## src/rtl/flash_load_pkg.sv

```systemverilog
// Shared definitions for the flash load sequencer: slot geometry, the
// sequencer state encoding and a lowest-set-bit helper for slot selection.
package flash_load_pkg;

  localparam int SLOT_W = 4;
  localparam int SLOT_N = 16;

  typedef enum logic [2:0] {
    ST_IDLE,
    ST_SCAN,
    ST_ISSUE,
    ST_WAIT,
    ST_RELEASE,
    ST_SETTLE,
    ST_FINISH,
    ST_FAIL
  } state_t;

  // Index of the lowest set bit; 0 when the mask is empty.
  function automatic logic [SLOT_W-1:0] lowest_set(input logic [SLOT_N-1:0] m);
    logic [SLOT_W-1:0] idx;
    idx = '0;
    for (int i = SLOT_N - 1; i >= 0; i--) begin
      if (m[i]) idx = SLOT_W'(i);
    end
    return idx;
  endfunction

endpackage

```

## src/rtl/flash_load_timer.sv

```systemverilog
// Loadable saturating down-counter. expired is high while the count is zero;
// the count stops at zero instead of wrapping.
module flash_load_timer #(
  parameter int W = 8
) (
  input  logic         clk,
  input  logic         rst_n,
  input  logic         load,
  input  logic [W-1:0] load_val,
  input  logic         count_en,
  output logic         expired
);

  logic [W-1:0] count;

  // Load has priority over counting; counting halts at zero.
  always_ff @(posedge clk or negedge rst_n) begin
    if (!rst_n) begin
      count <= '0;
    end else if (load) begin
      count <= load_val;
    end else if (count_en && (count != '0)) begin
      count <= count - W'(1);
    end
  end

  assign expired = (count == '0);

endmodule

```

## src/rtl/flash_load_sequencer.sv

```systemverilog
// Flash load sequencer: walks the selected image slots lowest-first, runs a
// four-phase handshake with the loader for each, then settles and releases
// the CPU. Optional macro FLASH_LOAD_RETRY_EN grants each slot one re-issue
// after its first timeout.
//
// Loader handshake (four-phase): ld_req rises with ld_slot already stable;
// the loader raises ld_complete when the slot is loaded; ld_req then drops;
// the loader lowers ld_complete; only then may a new ld_req rise. Each of
// the two waiting phases is bounded by TIMEOUT_CYCLES.
module flash_load_sequencer
  import flash_load_pkg::*;
#(
  parameter int TIMEOUT_CYCLES = 1048576,
  parameter int SETTLE_CYCLES  = 16
) (
  input  logic              clk,
  input  logic              rst_n,
  input  logic              start,
  input  logic [SLOT_N-1:0] slot_mask,
  input  logic              ld_complete,
  output logic              ld_req,
  output logic [SLOT_W-1:0] ld_slot,
  output logic              cpu_hold,
  output logic              ram_owner,
  output logic              busy,
  output logic              done,
  output logic              error,
  output logic [SLOT_W-1:0] err_slot,
  output state_t            state_dbg
);

  // The timer is shared with the settle count, so it is wide enough for both.
  localparam int TO_W  = $clog2(TIMEOUT_CYCLES);
  localparam int TMR_W = (TO_W > 8) ? TO_W : 8;
  localparam logic [TMR_W-1:0] TO_LOAD     = TMR_W'(TIMEOUT_CYCLES - 1);
  localparam logic [TMR_W-1:0] SETTLE_LOAD = TMR_W'(SETTLE_CYCLES - 1);

  state_t            state, state_next;
  logic [SLOT_N-1:0] pending;
  logic              tmr_load, tmr_count, tmr_expired;
  logic [TMR_W-1:0]  tmr_val;
  logic              clr_bit;
`ifdef FLASH_LOAD_RETRY_EN
  logic              retry_used;
  logic              take_retry;
`endif

  assign state_dbg = state;

  flash_load_timer #(.W(TMR_W)) u_timer (
    .clk      (clk),
    .rst_n    (rst_n),
    .load     (tmr_load),
    .load_val (tmr_val),
    .count_en (tmr_count),
    .expired  (tmr_expired)
  );

  // State register.
  always_ff @(posedge clk or negedge rst_n) begin
    if (!rst_n) state <= ST_IDLE;
    else        state <= state_next;
  end

  // Next-state and timer control.
  always_comb begin
    state_next = state;
    tmr_load   = 1'b0;
    tmr_val    = TO_LOAD;
    tmr_count  = 1'b0;
    clr_bit    = 1'b0;
`ifdef FLASH_LOAD_RETRY_EN
    take_retry = 1'b0;
`endif
    case (state)
      ST_IDLE: if (start) state_next = ST_SCAN;
      ST_SCAN: begin
        if (pending != '0) begin
          state_next = ST_ISSUE;
        end else begin
          state_next = ST_SETTLE;
          tmr_load   = 1'b1;
          tmr_val    = SETTLE_LOAD;
        end
      end
      ST_ISSUE: begin
        state_next = ST_WAIT;
        tmr_load   = 1'b1;
      end
      ST_WAIT: begin
        // Completion wins over a timeout expiring in the same cycle.
        if (ld_complete) begin
          clr_bit    = 1'b1;
          tmr_load   = 1'b1;
          state_next = ST_RELEASE;
        end else if (tmr_expired) begin
`ifdef FLASH_LOAD_RETRY_EN
          if (!retry_used) begin
            take_retry = 1'b1;
            state_next = ST_ISSUE;
          end else begin
            state_next = ST_FAIL;
          end
`else
          state_next = ST_FAIL;
`endif
        end else begin
          tmr_count = 1'b1;
        end
      end
      ST_RELEASE: begin
        if (!ld_complete)     state_next = ST_SCAN;
        else if (tmr_expired) state_next = ST_FAIL;
        else                  tmr_count  = 1'b1;
      end
      ST_SETTLE: begin
        if (tmr_expired) state_next = ST_FINISH;
        else             tmr_count  = 1'b1;
      end
      ST_FINISH: state_next = ST_IDLE;
      ST_FAIL:   state_next = ST_IDLE;
      default:   state_next = ST_IDLE;
    endcase
  end

`ifdef FLASH_LOAD_RETRY_EN
  // One retry per slot: armed by a first timeout, cleared by completion.
  always_ff @(posedge clk or negedge rst_n) begin
    if (!rst_n)                          retry_used <= 1'b0;
    else if (state == ST_IDLE && start)  retry_used <= 1'b0;
    else if (clr_bit)                    retry_used <= 1'b0;
    else if (take_retry)                 retry_used <= 1'b1;
  end
`endif

  // Registered outputs and the pending-slot register.
  always_ff @(posedge clk or negedge rst_n) begin
    if (!rst_n) begin
      ld_req    <= 1'b0;
      ld_slot   <= '0;
      cpu_hold  <= 1'b1;
      ram_owner <= 1'b0;
      busy      <= 1'b0;
      done      <= 1'b0;
      error     <= 1'b0;
      err_slot  <= '0;
      pending   <= '0;
    end else begin
      ld_req    <= (state_next == ST_WAIT);
      ram_owner <= (state_next == ST_ISSUE) || (state_next == ST_WAIT) ||
                   (state_next == ST_RELEASE);
      busy      <= (state_next != ST_IDLE);
      if (state == ST_IDLE && start) begin
        pending  <= slot_mask;
        done     <= 1'b0;
        error    <= 1'b0;
        err_slot <= '0;
        cpu_hold <= 1'b1;
      end
      if (state == ST_SCAN && pending != '0) ld_slot <= lowest_set(pending);
      if (clr_bit) pending[ld_slot] <= 1'b0;
      if (state == ST_SETTLE && state_next == ST_FINISH) cpu_hold <= 1'b0;
      if (state == ST_FINISH) done <= 1'b1;
      if (state == ST_FAIL) begin
        error    <= 1'b1;
        err_slot <= ld_slot;
      end
    end
  end

endmodule

```

## config.mk

```make
export PLATFORM = sky130hd
export DESIGN_NAME = flash_load_sequencer
export DESIGN_NICKNAME = d
export VERILOG_FILES = /design/src/rtl/flash_load_pkg.sv /design/src/rtl/flash_load_timer.sv /design/src/rtl/flash_load_sequencer.sv
export SDC_FILE = /design/constraint.sdc
export NUM_CORES = 1
export LEC_CHECK = 0
export BUFFER_PORTS_ARGS = -buffer_cell sky130_fd_sc_hd__buf_2
export CAP_MARGIN = 20
export CORE_ASPECT_RATIO = 0.6
export CORE_UTILIZATION = 58
export CTS_CLUSTER_DIAMETER = 80
export DETAILED_ROUTE_END_ITERATION = 10
export HOLD_SLACK_MARGIN = 0.15
export PLACE_DENSITY = 0.86
export SYNTH_ARGS = -nofsm -noshare
export SYNTH_HDL_FRONTEND = slang
export SYNTH_HIERARCHICAL = 1
export SYNTH_SLANG_ARGS = --single-unit
```

## constraint.sdc

```tcl
create_clock -name clk -period 9.95 [get_ports clk]
set_input_delay 1.4925 -clock clk [delete_from_list [all_inputs] [get_ports clk]]
set_output_delay 1.4925 -clock clk [all_outputs]
set_load 0.02 [all_outputs]
```

Yosys cells after proc, flatten, opt, wreduce, memory -nomap -nowiden
Index checks and enable logic that the tools add are counted.
{"block": "classes", "reduce_logical": 17, "bitwise_logic": 2, "multipliers": 0, "n_shift": 0, "n_div": 0, "addsub": 1, "n_lt_le_gt_ge": 2, "muxes": 46, "n_eq_ne": 11}
{"cell": "20-bit 2-to-1 mux", "n": 4}
{"cell": "4-bit 2-to-1 mux", "n": 18}
{"cell": "16-bit 2-to-1 mux", "n": 2}
{"cell": "3-bit one-hot mux with 7 select lines", "n": 1}
{"cell": "20-bit zero test", "n": 1}
{"cell": "20-bit nonzero test", "n": 1}
{"cell": "20-bit by 1-bit subtractor with 20-bit output (second input constant)", "n": 1}
{"cell": "3-bit == test (second input constant)", "n": 6}
{"cell": "3-bit 2-to-1 mux", "n": 6}
{"cell": "16-bit AND", "n": 1}
{"cell": "16-bit NOT", "n": 1}
{"cell": "16-bit nonzero test", "n": 1}
{"cell": "3-bit by 2-bit == test with 1-bit output (second input constant)", "n": 4}
{"cell": "1-bit 2-to-1 mux", "n": 12}
{"cell": "2-bit nonzero test", "n": 4}
{"cell": "1-bit one-hot mux with 3 select lines", "n": 2}
{"cell": "1-bit logical AND", "n": 5}
{"cell": "4-bit by 5-bit < comparator with 1-bit output (second input constant)", "n": 1}
{"cell": "1-bit demux with 4-bit select", "n": 1}
{"cell": "4-bit by 1-bit >= comparator with 1-bit output (second input constant)", "n": 1}
{"cell": "3-bit by 1-bit == test with 1-bit output (second input constant)", "n": 1}
{"cell": "3-bit zero test", "n": 1}
{"cell": "3-bit nonzero test", "n": 1}
{"cell": "1-bit logical OR", "n": 2}
{"cell": "2-bit OR reduction", "n": 1}
{"block": "word_totals", "ram_bits": 0, "register_bits": 53, "latchBits": 0, "output_inout_bits": 17, "rom_bits": 0, "mem_count": 0}

Longest topological paths before layout
{"block": "depth", "word_depth": 16, "ltp_mapped": 11}

Modules after synthesis
The synthesis kept the hierarchy.
{"mod": "flash_load_sequencer", "area_per_inst_um2": 1747.9, "cells_per_inst": 182, "instances": 1, "seq_area_each_um2": 827.0}
{"mod": "flash_load_timer", "area_per_inst_um2": 1411.4, "cells_per_inst": 165, "instances": 1, "seq_area_each_um2": 500.5}

Worst setup path before layout
Ideal clock, no wire load.
{"block": "synth_timing", "path_type": "input port to flip-flop", "from": "input port ld_complete", "to": "register u_timer.count[17]", "t_arrival_ps": 3512, "path_slack_ps": 6312, "n_path_buf": 1, "required_time_ps": 9824, "setup_ps": 126, "stages": 8, "cell_sequence": "nor3_1 nor2_1 nor2_1 or3b_2 or2_2 clkbuf_1 o41a_1 a221o_1"}
{"block": "synth_between", "elab_chain_cells": 4}
{"element": "start: declaration", "line": "flash_load_sequencer.sv:20", "rtl": "input logic ld_complete,"}
{"element": "1-bit 2-to-1 mux, on equally long branches", "line": "flash_load_sequencer.sv:112, flash_load_sequencer.sv:92"}
{"element": "1-bit one-hot mux with 3 select lines (*)", "line": "flash_load_sequencer.sv:75", "rtl": "case (state)"}
{"element": "via tmr_count", "line": "flash_load_sequencer.sv:40", "rtl": "logic tmr_load, tmr_count, tmr_expired;"}
{"element": "1-bit logical AND (*)", "line": "flash_load_timer.sv:22", "rtl": "end else if (count_en && (count != '0)) begin"}
{"element": "2-bit nonzero test (no line) (*)"}
{"element": "end signal: assignment", "line": "flash_load_timer.sv:21", "rtl": "count <= load_val;"}
{"element": "end signal: assignment", "line": "flash_load_timer.sv:23", "rtl": "count <= count - W'(1);"}
{"element": "end: declaration", "line": "flash_load_timer.sv:14", "rtl": "logic [W-1:0] count;"}
The timed path passes the listed nets; every way through them passes the cells marked *.
A chain may end at the register's enable or synchronous reset.

Final worst setup path
{"block": "layout_timing", "from": "register u_timer.count[6]", "to": "register u_timer.count[18]"}
{"block": "layout_between", "elab_chain_cells": 6}
{"element": "20-bit zero test (*)", "line": "flash_load_timer.sv:27", "rtl": "assign expired = (count == '0);"}
{"element": "via tmr_expired", "line": "flash_load_sequencer.sv:40"}
{"element": "1-bit 2-to-1 mux (*)", "line": "flash_load_sequencer.sv:96, flash_load_sequencer.sv:113, flash_load_sequencer.sv:117"}
{"element": "1-bit 2-to-1 mux, on equally long branches", "line": "flash_load_sequencer.sv:112, flash_load_sequencer.sv:92"}
{"element": "1-bit one-hot mux with 3 select lines (*)", "line": "flash_load_sequencer.sv:75"}
{"element": "via tmr_count", "line": "flash_load_sequencer.sv:40"}
{"element": "1-bit logical AND (*)", "line": "flash_load_timer.sv:22"}
{"element": "2-bit nonzero test (no line) (*)"}
The timed path passes the listed nets; every way through them passes the cells marked *. The select of a mux whose other input is x is not followed.

==> summary by stage <==
Power
The power share of the sequential group is 0.405. Internal power comes to 0.621 mW. The fraction of power spent switching nets is 0.447.

The combinational cell fraction of total power is 0.441. The leakage power total is 1.40 nW. Of the total power, the clock network draws 0.154. The design draws 1.12 mW. The reported net switching power is 0.501 mW. The power density relative to cell area is approximately 320 nW/um^2. The worst supply voltage drop on vdd is 0.176 mV.

STA
Setup repair after global routing left no endpoint under its margin. The portion of the clock cycle consumed by the worst path in the final layout is 0.411. The fmax is between 0.2 and 0.25 GHz.

The number of hold violations in the final report came to 0. Setup violations remaining at the end of the flow were counted as 0. For the final database, setup skew stands at ~0.014 ns.

For the final routed database, the setup TNS stands at 0 ns. The headroom to the max-slew limit is 0.423. At the pin with the least slew margin, the transition time is ~0.86 ns. The number of pins with negative max-slew slack in the final report came to 0. The post-route minimum period is between 4 and 5 ns.

Placed design
Detailed placement finished with a half-perimeter wire length of around 5400 um. The weighted congestion reported at the end of routability-driven placement is roughly 0.9. Input and output buffers added on the ports amount to 36. The post-detailed-placement cell area is approximately 3400 sq um.

Synth
The synthesized design contains 53 register bits. The number of flops mapped to enable cells by yosys is 0. The count of distinct cell types in the synthesized netlist is 63.

The main flop type after synthesis is sky130_fd_sc_hd__dfrtp_1. The number of warnings printed during yosys synthesis is 6. Counting flops with an async set or reset pin after synthesis yields a share of 1.00. A synthesized cell averages 9.10 sq um. The area of the mapped netlist is between 3000 and 4000 sq um. The sequential-to-total area share from yosys stat is 0.420. The post-synthesis cell count is ~350.

Setup path
Walking the worst path, the cells encountered are or4_1, or4_1, nor3_2, nor2_1, or4bb_1, a2111oi_0, a311oi_1, a311o_1. The maximum fanout encountered on the critical timing path is 16. For the worst setup path, the data required time is 10.19 ns. On the worst path, the slowest cell contributes a delay of 0.76 ns. Measured in cells, the most critical reg-to-reg path has a length of 8. The most critical setup path has its startpoint at u_timer/count[6].

The endpoint of the most critical register-to-register path is u_timer/count[18]. STA classifies the critical path endpoint as a flop. The arrival time at the worst endpoint is 4.33 ns. On the critical path the largest part of the delay comes from simple AND/OR/NAND/NOR gates.

The category of the critical setup timing path is reg -> reg. The combined buffer and inverter count along the critical path is 0. The slowest stage of the critical path is the sky130_fd_sc_hd__nor3_2 cell. The cell that appears most often on the critical path is sky130_fd_sc_hd__or4_1. The kind of start point of the critical path is a flop. The worst flop-to-flop path startpoint is u_timer/count[6]. For flop-to-flop paths, the worst setup slack is roughly 5.9 ns.

Global routing
The via count of the first global-routing pass came to between 2000 and 3000. The total global routing track utilization is 0.284. The global-route wire length before repair is 12900 um. The residual overflow from global routing is 0.

The number of antenna violations at the first check in global routing came to 0. Entering global routing, the biggest net connects 54 pins.

Min path
The path with the worst hold slack has its endpoint at cpu_hold. The tightest min-delay check is of the reg -> reg type. The worst hold path begins at cpu_hold. The number of stages on the worst hold path is 2.

Clock tree
The number of hold buffers added after CTS is 0. The number of setup buffers added after CTS is 0. The register clock-pin slew on the reported worst setup and hold paths is around 0.10 ns. The clock tree synthesis step divided the H-tree into 2 levels. After clock tree synthesis, the repair step resized 0 gates.

TritonCTS created 5 clock buffers. In this run the deepest clock path goes through 2 buffers. The number of clock sinks seen by CTS is between 50 and 60. The cell sitting at the root of the clock tree is a sky130_fd_sc_hd__clkbuf_8. Clock latency on the worst-skew pair, taken at its later pin, is between 0.3 and 0.4 ns. The TritonCTS clock tree is yes.

Cells and area
The final net count is 399. The post-route cell area is 3500 sq um. The signed area change from the synthesized netlist to the final layout is 10.9%. Of the cells placed in the final design, the portion with a size suffix greater than 1 is 0.177. The antenna diode count is 0.

Flow run
The number of max-cap violations is 0.

Routing
In the final routed layout, each cell accounts on average for 17.7 um. For this block, the routed nets add up to 7860 um of wire. For this run, the detailed router's first-pass iteration total came to 5. The first routing iteration left 304 violations. The remaining routing DRC violations is 0. The total via count in the routed design is approximately 2900. The via density per instance is 6.58. The remaining number of nets flagged by the antenna check after routing is 0.

Floorplanning
Pin placement for this block handled 37 I/O pins. The number of core rows is 20. The area of the die is about 5800 sq um.

The area of the core is between 5000 and 6000 sq um. The vertical die dimension is about 59 um. The chip width is ~100 um. The effective utilization at floorplan is 0.613.

Outcome
The flow ran to the end, and the final reports show no timing, DRC or antenna violations.
==> per-stage QoR <==
stage,utilization,hold slack (ns),worst slack (ns),std cells
finish,0.680,0.501,5.86,444
detailed placement,0.654,0.498,5.81,436
global placement,0.654,0.483,5.95,436
floorplan,-,0.510,6.31,350
global route,0.680,0.536,5.55,444
CTS,0.680,0.509,5.91,444
==> layer usage <==
| metal | wire length, um | global-route usage |
|---|---|---|
| met1 | 3700 | 0.429 |
| met2 | 3370 | 0.416 |
| met3 | 708 | 0.0566 |
| met4 | 74 | 0.0861 |
| met5 | 0 | 0 |
==> Yosys cell counts, drive strengths merged, types with 2 or more instances <==
library cell  instances  share of area
nand4                 3         0.0059
o21a                  2         0.0048
or4                   7          0.017
a311o                 3         0.0095
buf                   7          0.013
o22ai                 4         0.0079
ha                    2         0.0079
o211ai                4          0.011
dfrtp                52           0.41
a22oi                 3         0.0071
o41ai                 4          0.011
o41a                  2         0.0071
mux2                  2         0.0071
nand2b                3         0.0059
or2                   4         0.0079
o31a                  3         0.0083
and2                  5         0.0099
nor2                 35          0.044
nor3                  8          0.016
nand2                27          0.033
a31oi                 8          0.016
nor3b                 4         0.0095
a311oi                2         0.0055
nor2b                11          0.022
a21oi                33          0.052
o21ai                15          0.024
mux2i                16          0.051
o31ai                 4         0.0095
clkbuf               12          0.014
inv                  12          0.014
nand3                 8          0.013
a221o                 3         0.0095
nor4                 14          0.043
o311ai                5          0.014
==> cell type report <==
| cell class | count | area [sq um] |
|---|---|---|
| multi-input combinational | 266 | 1710 |
| fill | 420 | 1650 |
| sequential | 53 | 1330 |
| timing repair buffer | 39 | 203 |
| tap | 66 | 82.6 |
| clock buffer | 5 | 68.8 |
| clock inverter | 3 | 65.1 |
| inverter | 12 | 45.0 |
==> sequential cells by signal (all words and copies together), names as in the netlist <==
register / count
ld_req: 1
done: 1
ld_slot: 4
pending: 16
busy: 1
cpu_hold: 1
ram_owner: 1
state_dbg: 3
u_timer/count: 20
error: 1
err_slot: 4
==> logic make-up (layout without fill, tap and decap cells) <==
kind of cell,Yosys count,in the layout,share of synthesized area
compound gates,104,104,0.221
fa+ha+maj,2,2,0.00792
buf+inv,31,59,0.0412
flops,53,53,0.420
mux,18,18,0.0578
other cells,1,4,0.00119
simple gates,138,138,0.250
==> cell usage in the layout, fill, tap and decap left out, types with 3 or more instances in the layout <==
cell type,count
sky130_fd_sc_hd__o21ai_0,14
sky130_fd_sc_hd__buf_2,36
sky130_fd_sc_hd__dfrtp_1,52
sky130_fd_sc_hd__clkbuf_8,5
sky130_fd_sc_hd__a31oi_1,8
sky130_fd_sc_hd__inv_1,11
sky130_fd_sc_hd__a221o_1,3
sky130_fd_sc_hd__nor4_1,9
sky130_fd_sc_hd__mux2i_1,16
sky130_fd_sc_hd__a22oi_1,3
sky130_fd_sc_hd__a311o_1,3
sky130_fd_sc_hd__nor2_1,34
sky130_fd_sc_hd__a21oi_1,33
sky130_fd_sc_hd__o31a_1,3
sky130_fd_sc_hd__conb_1,4
sky130_fd_sc_hd__nor4_2,3
sky130_fd_sc_hd__o41ai_1,4
sky130_fd_sc_hd__and2_1,5
sky130_fd_sc_hd__o311ai_0,5
sky130_fd_sc_hd__o211ai_1,3
sky130_fd_sc_hd__nor2b_1,11
sky130_fd_sc_hd__nor3b_1,4
sky130_fd_sc_hd__nand2b_1,3
sky130_fd_sc_hd__or4_1,7
sky130_fd_sc_hd__nand2_1,26
sky130_fd_sc_hd__nand4_1,3
sky130_fd_sc_hd__nor3_1,6
sky130_fd_sc_hd__o22ai_1,4
sky130_fd_sc_hd__o31ai_1,4
sky130_fd_sc_hd__nand3_1,8
sky130_fd_sc_hd__buf_4,3
sky130_fd_sc_hd__or2_2,4
==> worst max-delay path by stage <==
stage | to | slack, ns | cells after the start
floorplan | u_timer/count[17] | 6.31 | 8
global placement | u_timer/count[18] | 5.95 | 8
detailed placement | u_timer/count[18] | 5.81 | 8
CTS | u_timer/count[18] | 5.91 | 8
global route | u_timer/count[18] | 5.55 | 8
finish | u_timer/count[18] | 5.86 | 8
==> worst register-to-register path, cell delays in order, from the launching register on <==
cell and delay (ns):
sky130_fd_sc_hd__dfrtp_1 0.41, sky130_fd_sc_hd__or4_1 0.66, sky130_fd_sc_hd__or4_1 0.74, sky130_fd_sc_hd__nor3_2 0.76, sky130_fd_sc_hd__nor2_1 0.29, sky130_fd_sc_hd__or4bb_1 0.53, sky130_fd_sc_hd__a2111oi_0 0.18, sky130_fd_sc_hd__a311oi_1 0.32
sky130_fd_sc_hd__a311o_1 0.15
==> power by group through the flow <==
stage / clock network (mW) / registers, mW / logic, mW
after global routing: 0.184 / 0.469 / 0.549
final: 0.172 / 0.455 / 0.495
after detailed placement: 0 / 0.452 / 0.484
after floorplan: 0 / 0.430 / 0.377
after global placement: 0 / 0.445 / 0.463
after CTS: 0.175 / 0.449 / 0.491
No activity file was read; power rests on OpenSTA's default activity.
